--- src/rtl/klotski_pkg.sv ---
// Shared Klotski definitions, used by the move sequencer and by the solver
// and display blocks.
//   BOARD_COLS / BOARD_ROWS : board size in cells
//   dir_t                   : push direction encoding as it appears on the command bus
//   seq_state_t             : move sequencer state encoding
package klotski_pkg;

  localparam logic [2:0] BOARD_COLS = 3'd4;
  localparam logic [2:0] BOARD_ROWS = 3'd5;

  typedef enum logic [1:0] {
    DIR_UP    = 2'd0,  // row - 1
    DIR_DOWN  = 2'd1,  // row + 1
    DIR_LEFT  = 2'd2,  // col - 1
    DIR_RIGHT = 2'd3   // col + 1
  } dir_t;

  typedef enum logic [3:0] {
    S_IDLE      = 4'd0,
    S_CHECK     = 4'd1,
    S_GOTO_X    = 4'd2,
    S_WAIT_X    = 4'd3,
    S_GOTO_Y    = 4'd4,
    S_WAIT_Y    = 4'd5,
    S_GRAB      = 4'd6,
    S_PUSH      = 4'd7,
    S_WAIT_PUSH = 4'd8,
    S_RELEASE   = 4'd9,
    S_DONE      = 4'd10
  } seq_state_t;

endpackage

--- src/rtl/klotski_axis_cmd.sv ---
// Converts a cell move on one axis (current position -> target) into a
// motor channel command.
//   pos_i    : current gantry cell on this axis
//   target_i : cell to travel to
//   dir_o    : 1 = increasing index, 0 = decreasing
//   steps_o  : |target - pos| * STEPS_PER_CELL
//   skip_o   : target equals position, so no command must be issued
module klotski_axis_cmd
  import klotski_pkg::*;
#(
  parameter int unsigned STEPS_PER_CELL = 400
) (
  input  logic [2:0]  pos_i,
  input  logic [2:0]  target_i,
  output logic        dir_o,
  output logic [31:0] steps_o,
  output logic        skip_o
);

  logic signed [3:0] delta;
  logic        [2:0] mag;

  always_comb begin
    delta   = $signed({1'b0, target_i}) - $signed({1'b0, pos_i});
    mag     = delta[3] ? 3'(-delta) : delta[2:0];
    dir_o   = ~delta[3];
    skip_o  = (delta == 4'sd0);
    steps_o = 32'(mag) * STEPS_PER_CELL;
  end

endmodule

--- src/rtl/klotski_move_sequencer.sv ---
// Klotski move sequencer: accepts one piece move per valid/ready handshake,
// tracks the gantry cell position and drives the X/Y stepper channels through
// travel-to-source (X then Y), magnet on, push, magnet off.
//
// Handshake: a command is taken on any rising clock edge where
// i_cmd_valid && o_cmd_ready; o_cmd_ready is high only while idle, and the
// command fields must be stable whenever i_cmd_valid is high.
//
// Ports:
//   i_Clk, i_rst                     clock, synchronous active-high reset
//   i_cmd_valid/o_cmd_ready          command handshake
//   i_cmd_col/row/dir/cells          source cell, push direction, push distance
//   o_x_en/o_y_en                    one-cycle channel start pulses
//   o_x_dir/o_y_dir, o_x/y_steps     channel command, held from pulse until done
//   i_x_done/i_y_done                one-cycle channel completion pulses
//   o_magnet                         electromagnet drive
//   o_busy                           high whenever not idle
//   o_move_done / o_cmd_err          one-cycle completion / rejection pulses
//   o_dbg_state, o_dbg_pos_col/row   FSM state and gantry cell for observation
//
// Build option: define MAGNET_SETTLE_EN to hold S_GRAB and S_RELEASE for
// SETTLE_CYCLES clocks each (magnet changes on entry). Without it each is one
// cycle and the dwell counter does not exist.
module klotski_move_sequencer
  import klotski_pkg::*;
#(
  parameter int unsigned STEPS_PER_CELL = 400,
  parameter int unsigned SETTLE_CYCLES  = 500000
) (
  input  logic        i_Clk,
  input  logic        i_rst,
  input  logic        i_cmd_valid,
  output logic        o_cmd_ready,
  input  logic [2:0]  i_cmd_col,
  input  logic [2:0]  i_cmd_row,
  input  logic [1:0]  i_cmd_dir,
  input  logic [1:0]  i_cmd_cells,
  output logic        o_x_en,
  output logic        o_y_en,
  output logic        o_x_dir,
  output logic        o_y_dir,
  output logic [31:0] o_x_steps,
  output logic [31:0] o_y_steps,
  input  logic        i_x_done,
  input  logic        i_y_done,
  output logic        o_magnet,
  output logic        o_busy,
  output logic        o_move_done,
  output logic        o_cmd_err,
  output logic [3:0]  o_dbg_state,
  output logic [2:0]  o_dbg_pos_col,
  output logic [2:0]  o_dbg_pos_row
);

  seq_state_t  state_q, state_d;
  logic [2:0]  cmd_col_q, cmd_col_d;
  logic [2:0]  cmd_row_q, cmd_row_d;
  dir_t        cmd_dir_q, cmd_dir_d;
  logic [1:0]  cmd_cells_q, cmd_cells_d;
  logic [2:0]  pos_col_q, pos_col_d;
  logic [2:0]  pos_row_q, pos_row_d;
  logic        x_en_q, x_en_d, y_en_q, y_en_d;
  logic        x_dir_q, x_dir_d, y_dir_q, y_dir_d;
  logic [31:0] x_steps_q, x_steps_d, y_steps_q, y_steps_d;
  logic        magnet_q, magnet_d;
  logic        move_done_q, move_done_d;
  logic        cmd_err_q, cmd_err_d;

  // Travel commands from the current position to the source cell.
  logic        x_cmd_dir, y_cmd_dir, x_skip, y_skip;
  logic [31:0] x_cmd_steps, y_cmd_steps;

  klotski_axis_cmd #(.STEPS_PER_CELL(STEPS_PER_CELL)) u_axis_x (
    .pos_i    (pos_col_q),
    .target_i (cmd_col_q),
    .dir_o    (x_cmd_dir),
    .steps_o  (x_cmd_steps),
    .skip_o   (x_skip)
  );

  klotski_axis_cmd #(.STEPS_PER_CELL(STEPS_PER_CELL)) u_axis_y (
    .pos_i    (pos_row_q),
    .target_i (cmd_row_q),
    .dir_o    (y_cmd_dir),
    .steps_o  (y_cmd_steps),
    .skip_o   (y_skip)
  );

  // Destination cell in signed 4-bit space so a push off the low edge shows
  // up as a negative value rather than wrapping to a large column/row.
  logic signed [3:0] dest_col_s, dest_row_s;
  logic              cmd_ok, push_vert, push_dir;
  logic [31:0]       push_steps;

  always_comb begin
    dest_col_s = $signed({1'b0, cmd_col_q});
    dest_row_s = $signed({1'b0, cmd_row_q});
    case (cmd_dir_q)
      DIR_UP:    dest_row_s = $signed({1'b0, cmd_row_q}) - $signed({2'b00, cmd_cells_q});
      DIR_DOWN:  dest_row_s = $signed({1'b0, cmd_row_q}) + $signed({2'b00, cmd_cells_q});
      DIR_LEFT:  dest_col_s = $signed({1'b0, cmd_col_q}) - $signed({2'b00, cmd_cells_q});
      default:   dest_col_s = $signed({1'b0, cmd_col_q}) + $signed({2'b00, cmd_cells_q});
    endcase
    cmd_ok = (cmd_col_q < BOARD_COLS) && (cmd_row_q < BOARD_ROWS) &&
             (cmd_cells_q != 2'd0) &&
             !dest_col_s[3] && (dest_col_s[2:0] < BOARD_COLS) &&
             !dest_row_s[3] && (dest_row_s[2:0] < BOARD_ROWS);
    push_vert  = (cmd_dir_q == DIR_UP) || (cmd_dir_q == DIR_DOWN);
    push_dir   = (cmd_dir_q == DIR_DOWN) || (cmd_dir_q == DIR_RIGHT);
    push_steps = 32'(cmd_cells_q) * STEPS_PER_CELL;
  end

  // Magnet dwell: settle_done is the "may leave S_GRAB/S_RELEASE" condition.
  logic settle_done;
`ifdef MAGNET_SETTLE_EN
  logic [31:0] dwell_q, dwell_d;

  always_comb begin
    settle_done = (dwell_q == SETTLE_CYCLES - 32'd1);
    dwell_d     = '0;
    if (((state_q == S_GRAB) || (state_q == S_RELEASE)) && !settle_done)
      dwell_d = dwell_q + 32'd1;
  end

  always_ff @(posedge i_Clk) begin
    if (i_rst) dwell_q <= '0;
    else       dwell_q <= dwell_d;
  end
`else
  assign settle_done = 1'b1;
`endif

  always_comb begin
    state_d     = state_q;
    cmd_col_d   = cmd_col_q;
    cmd_row_d   = cmd_row_q;
    cmd_dir_d   = cmd_dir_q;
    cmd_cells_d = cmd_cells_q;
    pos_col_d   = pos_col_q;
    pos_row_d   = pos_row_q;
    x_en_d      = 1'b0;
    y_en_d      = 1'b0;
    x_dir_d     = x_dir_q;
    y_dir_d     = y_dir_q;
    x_steps_d   = x_steps_q;
    y_steps_d   = y_steps_q;
    magnet_d    = magnet_q;
    move_done_d = 1'b0;
    cmd_err_d   = 1'b0;

    case (state_q)
      S_IDLE: begin
        if (i_cmd_valid) begin
          cmd_col_d   = i_cmd_col;
          cmd_row_d   = i_cmd_row;
          cmd_dir_d   = dir_t'(i_cmd_dir);
          cmd_cells_d = i_cmd_cells;
          state_d     = S_CHECK;
        end
      end
      S_CHECK: begin
        if (cmd_ok) begin
          state_d = S_GOTO_X;
        end else begin
          cmd_err_d = 1'b1;
          state_d   = S_IDLE;
        end
      end
      // A zero-step start would still move one step, so equal cells skip.
      S_GOTO_X: begin
        if (x_skip) begin
          state_d = S_GOTO_Y;
        end else begin
          x_en_d    = 1'b1;
          x_dir_d   = x_cmd_dir;
          x_steps_d = x_cmd_steps;
          state_d   = S_WAIT_X;
        end
      end
      S_WAIT_X: begin
        if (i_x_done) begin
          pos_col_d = cmd_col_q;
          state_d   = S_GOTO_Y;
        end
      end
      S_GOTO_Y: begin
        if (y_skip) begin
          state_d = S_GRAB;
        end else begin
          y_en_d    = 1'b1;
          y_dir_d   = y_cmd_dir;
          y_steps_d = y_cmd_steps;
          state_d   = S_WAIT_Y;
        end
      end
      S_WAIT_Y: begin
        if (i_y_done) begin
          pos_row_d = cmd_row_q;
          state_d   = S_GRAB;
        end
      end
      S_GRAB: begin
        magnet_d = 1'b1;
        if (settle_done) state_d = S_PUSH;
      end
      S_PUSH: begin
        if (push_vert) begin
          y_en_d    = 1'b1;
          y_dir_d   = push_dir;
          y_steps_d = push_steps;
        end else begin
          x_en_d    = 1'b1;
          x_dir_d   = push_dir;
          x_steps_d = push_steps;
        end
        state_d = S_WAIT_PUSH;
      end
      // Only the channel that was started can end the push.
      S_WAIT_PUSH: begin
        if (push_vert ? i_y_done : i_x_done) begin
          pos_col_d = dest_col_s[2:0];
          pos_row_d = dest_row_s[2:0];
          state_d   = S_RELEASE;
        end
      end
      S_RELEASE: begin
        magnet_d = 1'b0;
        if (settle_done) state_d = S_DONE;
      end
      S_DONE: begin
        move_done_d = 1'b1;
        state_d     = S_IDLE;
      end
      default: state_d = S_IDLE;
    endcase
  end

  always_ff @(posedge i_Clk) begin
    if (i_rst) begin
      state_q     <= S_IDLE;
      cmd_col_q   <= '0;
      cmd_row_q   <= '0;
      cmd_dir_q   <= DIR_UP;
      cmd_cells_q <= '0;
      pos_col_q   <= '0;
      pos_row_q   <= '0;
      x_en_q      <= 1'b0;
      y_en_q      <= 1'b0;
      x_dir_q     <= 1'b0;
      y_dir_q     <= 1'b0;
      x_steps_q   <= '0;
      y_steps_q   <= '0;
      magnet_q    <= 1'b0;
      move_done_q <= 1'b0;
      cmd_err_q   <= 1'b0;
    end else begin
      state_q     <= state_d;
      cmd_col_q   <= cmd_col_d;
      cmd_row_q   <= cmd_row_d;
      cmd_dir_q   <= cmd_dir_d;
      cmd_cells_q <= cmd_cells_d;
      pos_col_q   <= pos_col_d;
      pos_row_q   <= pos_row_d;
      x_en_q      <= x_en_d;
      y_en_q      <= y_en_d;
      x_dir_q     <= x_dir_d;
      y_dir_q     <= y_dir_d;
      x_steps_q   <= x_steps_d;
      y_steps_q   <= y_steps_d;
      magnet_q    <= magnet_d;
      move_done_q <= move_done_d;
      cmd_err_q   <= cmd_err_d;
    end
  end

  assign o_cmd_ready   = (state_q == S_IDLE);
  assign o_busy        = (state_q != S_IDLE);
  assign o_x_en        = x_en_q;
  assign o_y_en        = y_en_q;
  assign o_x_dir       = x_dir_q;
  assign o_y_dir       = y_dir_q;
  assign o_x_steps     = x_steps_q;
  assign o_y_steps     = y_steps_q;
  assign o_magnet      = magnet_q;
  assign o_move_done   = move_done_q;
  assign o_cmd_err     = cmd_err_q;
  assign o_dbg_state   = state_q;
  assign o_dbg_pos_col = pos_col_q;
  assign o_dbg_pos_row = pos_row_q;

endmodule

--- config.mk ---
export PLATFORM = sky130hd
export DESIGN_NAME = klotski_move_sequencer
export DESIGN_NICKNAME = d
export VERILOG_FILES = /design/src/rtl/klotski_pkg.sv /design/src/rtl/klotski_axis_cmd.sv /design/src/rtl/klotski_move_sequencer.sv
export SDC_FILE = /design/constraint.sdc
export NUM_CORES = 1
export LEC_CHECK = 0
export ABC_CLOCK_PERIOD_IN_PS = 4700
export BUFFER_PORTS_ARGS = -buffer_cell sky130_fd_sc_hd__buf_2
export CAP_MARGIN = 20
export CORE_MARGIN = 5
export CORE_UTILIZATION = 40
export CTS_CLUSTER_SIZE = 28
export DETAILED_ROUTE_END_ITERATION = 6
export PLACE_DENSITY = 0.63
export SLEW_MARGIN = 25
export SYNTH_ARGS = -nofsm -noshare
export SYNTH_HDL_FRONTEND = slang
export SYNTH_SLANG_ARGS = --single-unit
--- constraint.sdc ---
create_clock -name i_Clk -period 4.7 [get_ports i_Clk]
set_input_delay 0.235 -clock i_Clk [delete_from_list [all_inputs] [get_ports i_Clk]]
set_output_delay 0.235 -clock i_Clk [all_outputs]
set_load 0.01 [all_outputs]
# == Word-level counts from Yosys, hierarchy flattened ==
# Index checks and enable logic that the tools add are counted.
# word_totals
reg_bits,91
output_inout_bits,83
elab_cells,124
# classes
add_sub_neg,8
mul,3
n_lt_le_gt_ge,4
n_eq_ne,21
mux,40
bitwise_logic,3
n_reduce_logical,29
# ops
cell,n
32-bit two-way mux,4
32-bit case mux with 2 select lines,2
4-bit case mux with 10 select lines,1
3-bit two-way mux,7
4-bit by 3-bit == test with 1-bit output (second input constant),4
3-bit by 5-bit multiplier with 8-bit output (second input constant),2
4-bit two-way mux,4
2-bit inequality test (second input constant),8
4-bit case mux with 2 select lines,2
4-bit == test (second input constant),3
4-bit zero test,3
3-bit less-than comparator (second input constant),4
3-bit case mux with 2 select lines,2
3-bit AND reduction,4
2-bit nonzero test,6
1-bit two-way mux,11
1-bit case mux with 2 select lines,5
3-bit by 2-bit adder with 4-bit output,2
4-bit by 2-bit == test with 1-bit output (second input constant),2
3-bit by 2-bit subtractor with 4-bit output,2
3-bit by 3-bit subtractor with 4-bit output,2
2-bit by 5-bit multiplier with 7-bit output (second input constant),1
1-bit logical AND,6
3-bit negator,2
12 further kinds,19

# == Depth between registers and ports, before layout ==
# depth
word_depth,10
ltp_mapped,15
mapped_depth_nobuf,15

# == Hierarchy ==
# A second synthesis with hierarchy kept.
# unflattened
hier_cells,578
area_unflattened_um2,4966.0
# modules_own_cells
mod,instances,cells_each,area_each_um2
klotski_move_sequencer,1,468,4085.2
klotski_axis_cmd,2,55,440.4

# == Least setup slack after synthesis ==
# No wires, ideal clock.
# synth_timing
path_kind,reg2reg
from,reg pos_row_q[0] (netlist: o_dbg_pos_row[0])
to,reg y_steps_q[9] (netlist: o_y_steps[9])
setup_ns,0.128
arrival_time_ns,2.647
slack_ns,1.925
path_stages_with_launch,13
n_path_buf,0
synth_period_minus_slack_ns,2.775
cell_sequence,dfxtp_1 ha_1 inv_1 fa_1 inv_1 ha_1 nor3_1 xnor2_1 ha_1 ha_1 mux2_2 mux2i_1 nor2_1
# synth_between
elab_chain_len,6
# synth_rtl
item,line_no,text
from (decl),klotski_move_sequencer.sv:61,"logic [2:0] pos_row_q, pos_row_d;"
from (signal assigned),klotski_move_sequencer.sv:263,pos_row_q <= pos_row_d;
3-bit by 3-bit subtractor with 4-bit output (*),klotski_axis_cmd.sv:24,"delta = $signed({1'b0, target_i}) - $signed({1'b0, pos_i});"
3-bit negator,klotski_axis_cmd.sv:25,mag = delta[3] ? 3'(-delta) : delta[2:0];
3-bit two-way mux,klotski_axis_cmd.sv:25,
3-bit by 5-bit multiplier with 8-bit output,klotski_axis_cmd.sv:28,steps_o = 32'(mag) * STEPS_PER_CELL;
32-bit two-way mux,klotski_move_sequencer.sv:187,if (y_skip) begin
32-bit case mux with 2 select lines,klotski_move_sequencer.sv:151,case (state_q)
to (signal assigned),klotski_move_sequencer.sv:269,y_steps_q <= y_steps_d;
to (decl),klotski_move_sequencer.sv:64,"logic [31:0] x_steps_q, x_steps_d, y_steps_q, y_steps_d;"
# Mark *: on every way between the ends. The rest lies on a longest branch, timed or not. The select of a mux whose other input is x is not followed.
# A chain may end at the register's enable or synchronous reset.

# == Worst setup path in the final report ==
# layout_timing
from,reg cmd_row_q[0]
to,reg y_steps_q[9] (netlist: o_y_steps[9])
# layout_between
elab_chain_len,6
# layout_rtl
item,line_no,text
from (decl),klotski_move_sequencer.sv:57,"logic [2:0] cmd_row_q, cmd_row_d;"
from (signal assigned),klotski_move_sequencer.sv:259,cmd_row_q <= cmd_row_d;
3-bit by 3-bit subtractor with 4-bit output (*),klotski_axis_cmd.sv:24,
3-bit negator,klotski_axis_cmd.sv:25,
3-bit two-way mux,klotski_axis_cmd.sv:25,
3-bit by 5-bit multiplier with 8-bit output,klotski_axis_cmd.sv:28,
32-bit two-way mux,klotski_move_sequencer.sv:187,
32-bit case mux with 2 select lines,klotski_move_sequencer.sv:151,
# Marked as above.

==> results.json <==
{
  "reg2reg_from": "cmd_row_q[0]",
  "sequentialPowerShare": 0.405,
  "nFillCells": 803,
  "via_per_inst": 4.87,
  "wl_per_cell_um": 13.4,
  "totalPowerFinal_mw": 1.01,
  "grt_max_degree": 43,
  "critPathMaxFanout": 5,
  "p_int_uw": 619,
  "power_density_nw_per_um2": 304,
  "post-route-min-period_ns": 2.96,
  "yosys-top-cells-area": "dfxtp_1 (26%), buf_4 (12%), ha_1 (10%)",
  "cts-root-buf": "clkbuf_8",
  "gp_congestion": 0.863,
  "drc": 0,
  "synth_top_area_cell": "dfxtp_1",
  "multiInputGateArea_um2": 1930,
  "port_buffers": 49,
  "synth_edf_count": 0,
  "p_leak_nw": 1.57,
  "worstMarginPinSlew_ns": 0.902,
  "core_um2": 7650,
  "synth-seq-area-share": 0.263,
  "clk_path_buf_depth": 2,
  "rsz0062_at_grt": "no",
  "clock_skew_ns": 0.0112,
  "rows": 32,
  "setup_tns_ns": 0,
  "cts_hold_buf": 0,
  "cts_sinks": 41,
  "drive_gt1_frac": 0.167,
  "power.switching_uw": 389,
  "wl_um": 6830,
  "ys_types": 55,
  "drt_iter0_drc": 79,
  "cp-end-kind": "flip-flop",
  "hold_slack_ns": 0.161,
  "irDropWorstVdd_v": 0.000151,
  "fin_util": 0.434,
  "htreeDepth": 2,
  "area_delta_synth_final_pct": 6.47,
  "ff2ff_setup_slack_ns": 1.74,
  "outcome": "finished, final reports clean",
  "clkPwrFrac": 0.235,
  "final.period_utilization": 0.630,
  "synth_top_area_frac": 0.263,
  "worstPathArrival_ns": 3.13,
  "finalSetupViolations": 0,
  "cp.required_ns": 4.87,
  "dr.pass1.iters": 4,
  "slew_violations": 0,
  "hold_violations": 0,
  "yosys_warnings": 0,
  "start_kind": "flip-flop",
  "dpl.hpwl_um": 5420,
  "hold_path_class": "input pin to flip-flop",
  "cts_tree": "yes",
  "die_w_um": 98.3,
  "cts.repair.resized": 0,
  "synth_ff_type": "dfxtp_1",
  "fmax_ghz": 0.338,
  "synthArstFlopShare": 0,
  "dieHeight_um": 98.3,
  "synth_area_um2": 3120,
  "seq_area_um2": 821,
  "initial_core_util": 0.407,
  "max_slew_margin": 0.396,
  "antenna_cells": 0,
  "overflow": 0,
  "insertion_delay_ns": 0.30,
  "die_area_um2": 9650,
  "ys_ff_latch": 41,
  "synth_area_per_cell_um2": 8.49,
  "grt_pass1_vias": 2360,
  "ios": 98,
  "ff2ff_path_depth": 13,
  "postCtsSetupBuffers": 0,
  "vias": 2486,
  "switching_share": 0.386,
  "antenna_found_initial": 0,
  "timing.rr.end": "o_y_steps[9]",
  "endpoint": "o_y_steps[9]",
  "clkTransAtPathRegs_ns": 0.09,
  "syn_inst": 367,
  "cap_violations": 0,
  "p_comb_frac": 0.360,
  "antenna_left": 0,
  "crit_type": "flip-flop to flip-flop",
  "grt_pass1_wl_um": 11500,
  "cts_made_buffers": 5,
  "worstSetupStartpoint": "cmd_row_q[0]",
  "grt_use_total": 0.143,
  "fin_nets": 451
}
[registers in the layout, summed over array words and instances (netlist names), 3 cells and up]
name	count
o_dbg_pos_row	3
o_x_steps	7
cmd_row_q	3
o_dbg_pos_col	3
o_dbg_state	4
cmd_col_q	3
o_y_steps	7
[worst min-delay path by stage]
stage                           endpoint            from  cells after the start  slack [ns]
after floorplan           cmd_cells_q[0]  i_cmd_cells[0]                      2        0.38
after global placement      o_y_steps[5]    o_y_steps[5]                      2        0.44
after detailed placement    o_y_steps[5]    o_y_steps[5]                      2        0.45
after CTS                 cmd_cells_q[1]  i_cmd_cells[1]                      3        0.15
after global routing        cmd_col_q[1]    i_cmd_col[1]                      3        0.16
final                     cmd_cells_q[1]  i_cmd_cells[1]                      3        0.16
[cells in the final DEF, fill, tap and decap left out, types with 8 or more instances in the layout]
master / n
a21oi_1: 16
a211oi_1: 8
dfxtp_1: 41
mux2i_1: 27
ha_1: 25
buf_2: 49
conb_1: 48
nand2_1: 21
inv_1: 24
nor2_1: 46
[power by group through the flow]
stage | Combinational (mW) | Clock, mW | Sequential, mW
6_report | 0.363 | 0.237 | 0.408
2_1_floorplan | 0.321 | 0 | 0.398
4_1_cts | 0.365 | 0.248 | 0.408
5_1_grt | 0.415 | 0.262 | 0.414
3_5_place_dp | 0.363 | 0 | 0.416
3_3_place_gp | 0.351 | 0 | 0.416
[per-stage QoR]
stage                     instance area (um^2)  setup slack [ns]  std cells
after floorplan                           3290              1.93        414
after global placement                    3220              1.84        501
after detailed placement                  3230              1.72        502
after CTS                                 3320              1.72        510
after global routing                      3320              1.53        510
final                                     3320              1.74        510
[worst max-delay path, stage by stage, from the launching register on]
cell	delay (ns)
dfxtp_1	0.41
inv_1	0.06
ha_1	0.19
inv_1	0.07
fa_1	0.42
inv_1	0.07
ha_1	0.22
mux2i_1	0.25
inv_1	0.11
ha_1	0.30
ha_1	0.29
mux2_2	0.26
mux2i_1	0.12
nor2_1	0.05
[cells in the mapped netlist (2+ instances only)]
master	count
or3_1	2
nor2b_1	3
nand3b_1	5
a211o_1	5
o21ai_0	4
clkbuf_1	4
ha_1	25
nand2_1	21
nor3_1	5
nor2_1	46
xnor2_1	7
a311oi_1	2
nand4_1	2
a21oi_1	16
o32a_1	2
mux2_2	2
a211oi_1	8
a31oi_1	6
fa_1	4
buf_2	9
buf_4	50
nand2b_1	7
dfxtp_1	41
a32oi_1	3
inv_1	24
o211ai_1	2
nand3_1	4
a21o_1	4
a2bb2oi_1	2
mux2i_1	27
[per-layer routing]
| metal | share of wire | vias up | track usage |
|---|---|---|---|
| met2 | 0.48 | 85 | 0.249 |
| met4 | 0.0070 | 0 | 0.0284 |
| li1 | - | 1241 | - |
| met3 | 0.063 | 7 | 0.0307 |
| met5 | 0 | - | 0 |
| met1 | 0.45 | 1153 | 0.182 |
[logic make-up after synthesis]
logic type	count (synthesis)	share of synthesized area
compound gates	60	0.139
buf+inv	89	0.173
mux	29	0.0940
fa+ha+maj	29	0.126
other cells	1	0.00120
simple gates	110	0.180
xor+xnor	8	0.0225
flops	41	0.263
[final cells by class]
class | count | share of cell area
well taps | 102 | 0.0385
flip-flops and latches | 41 | 0.247
multi-input cells | 284 | 0.582
clock inverters | 3 | 0.00679
clock buffers | 5 | 0.0207
repair buffers | 50 | 0.0762
inverters | 25 | 0.0283
No activity file was read; power rests on OpenSTA's default activity.
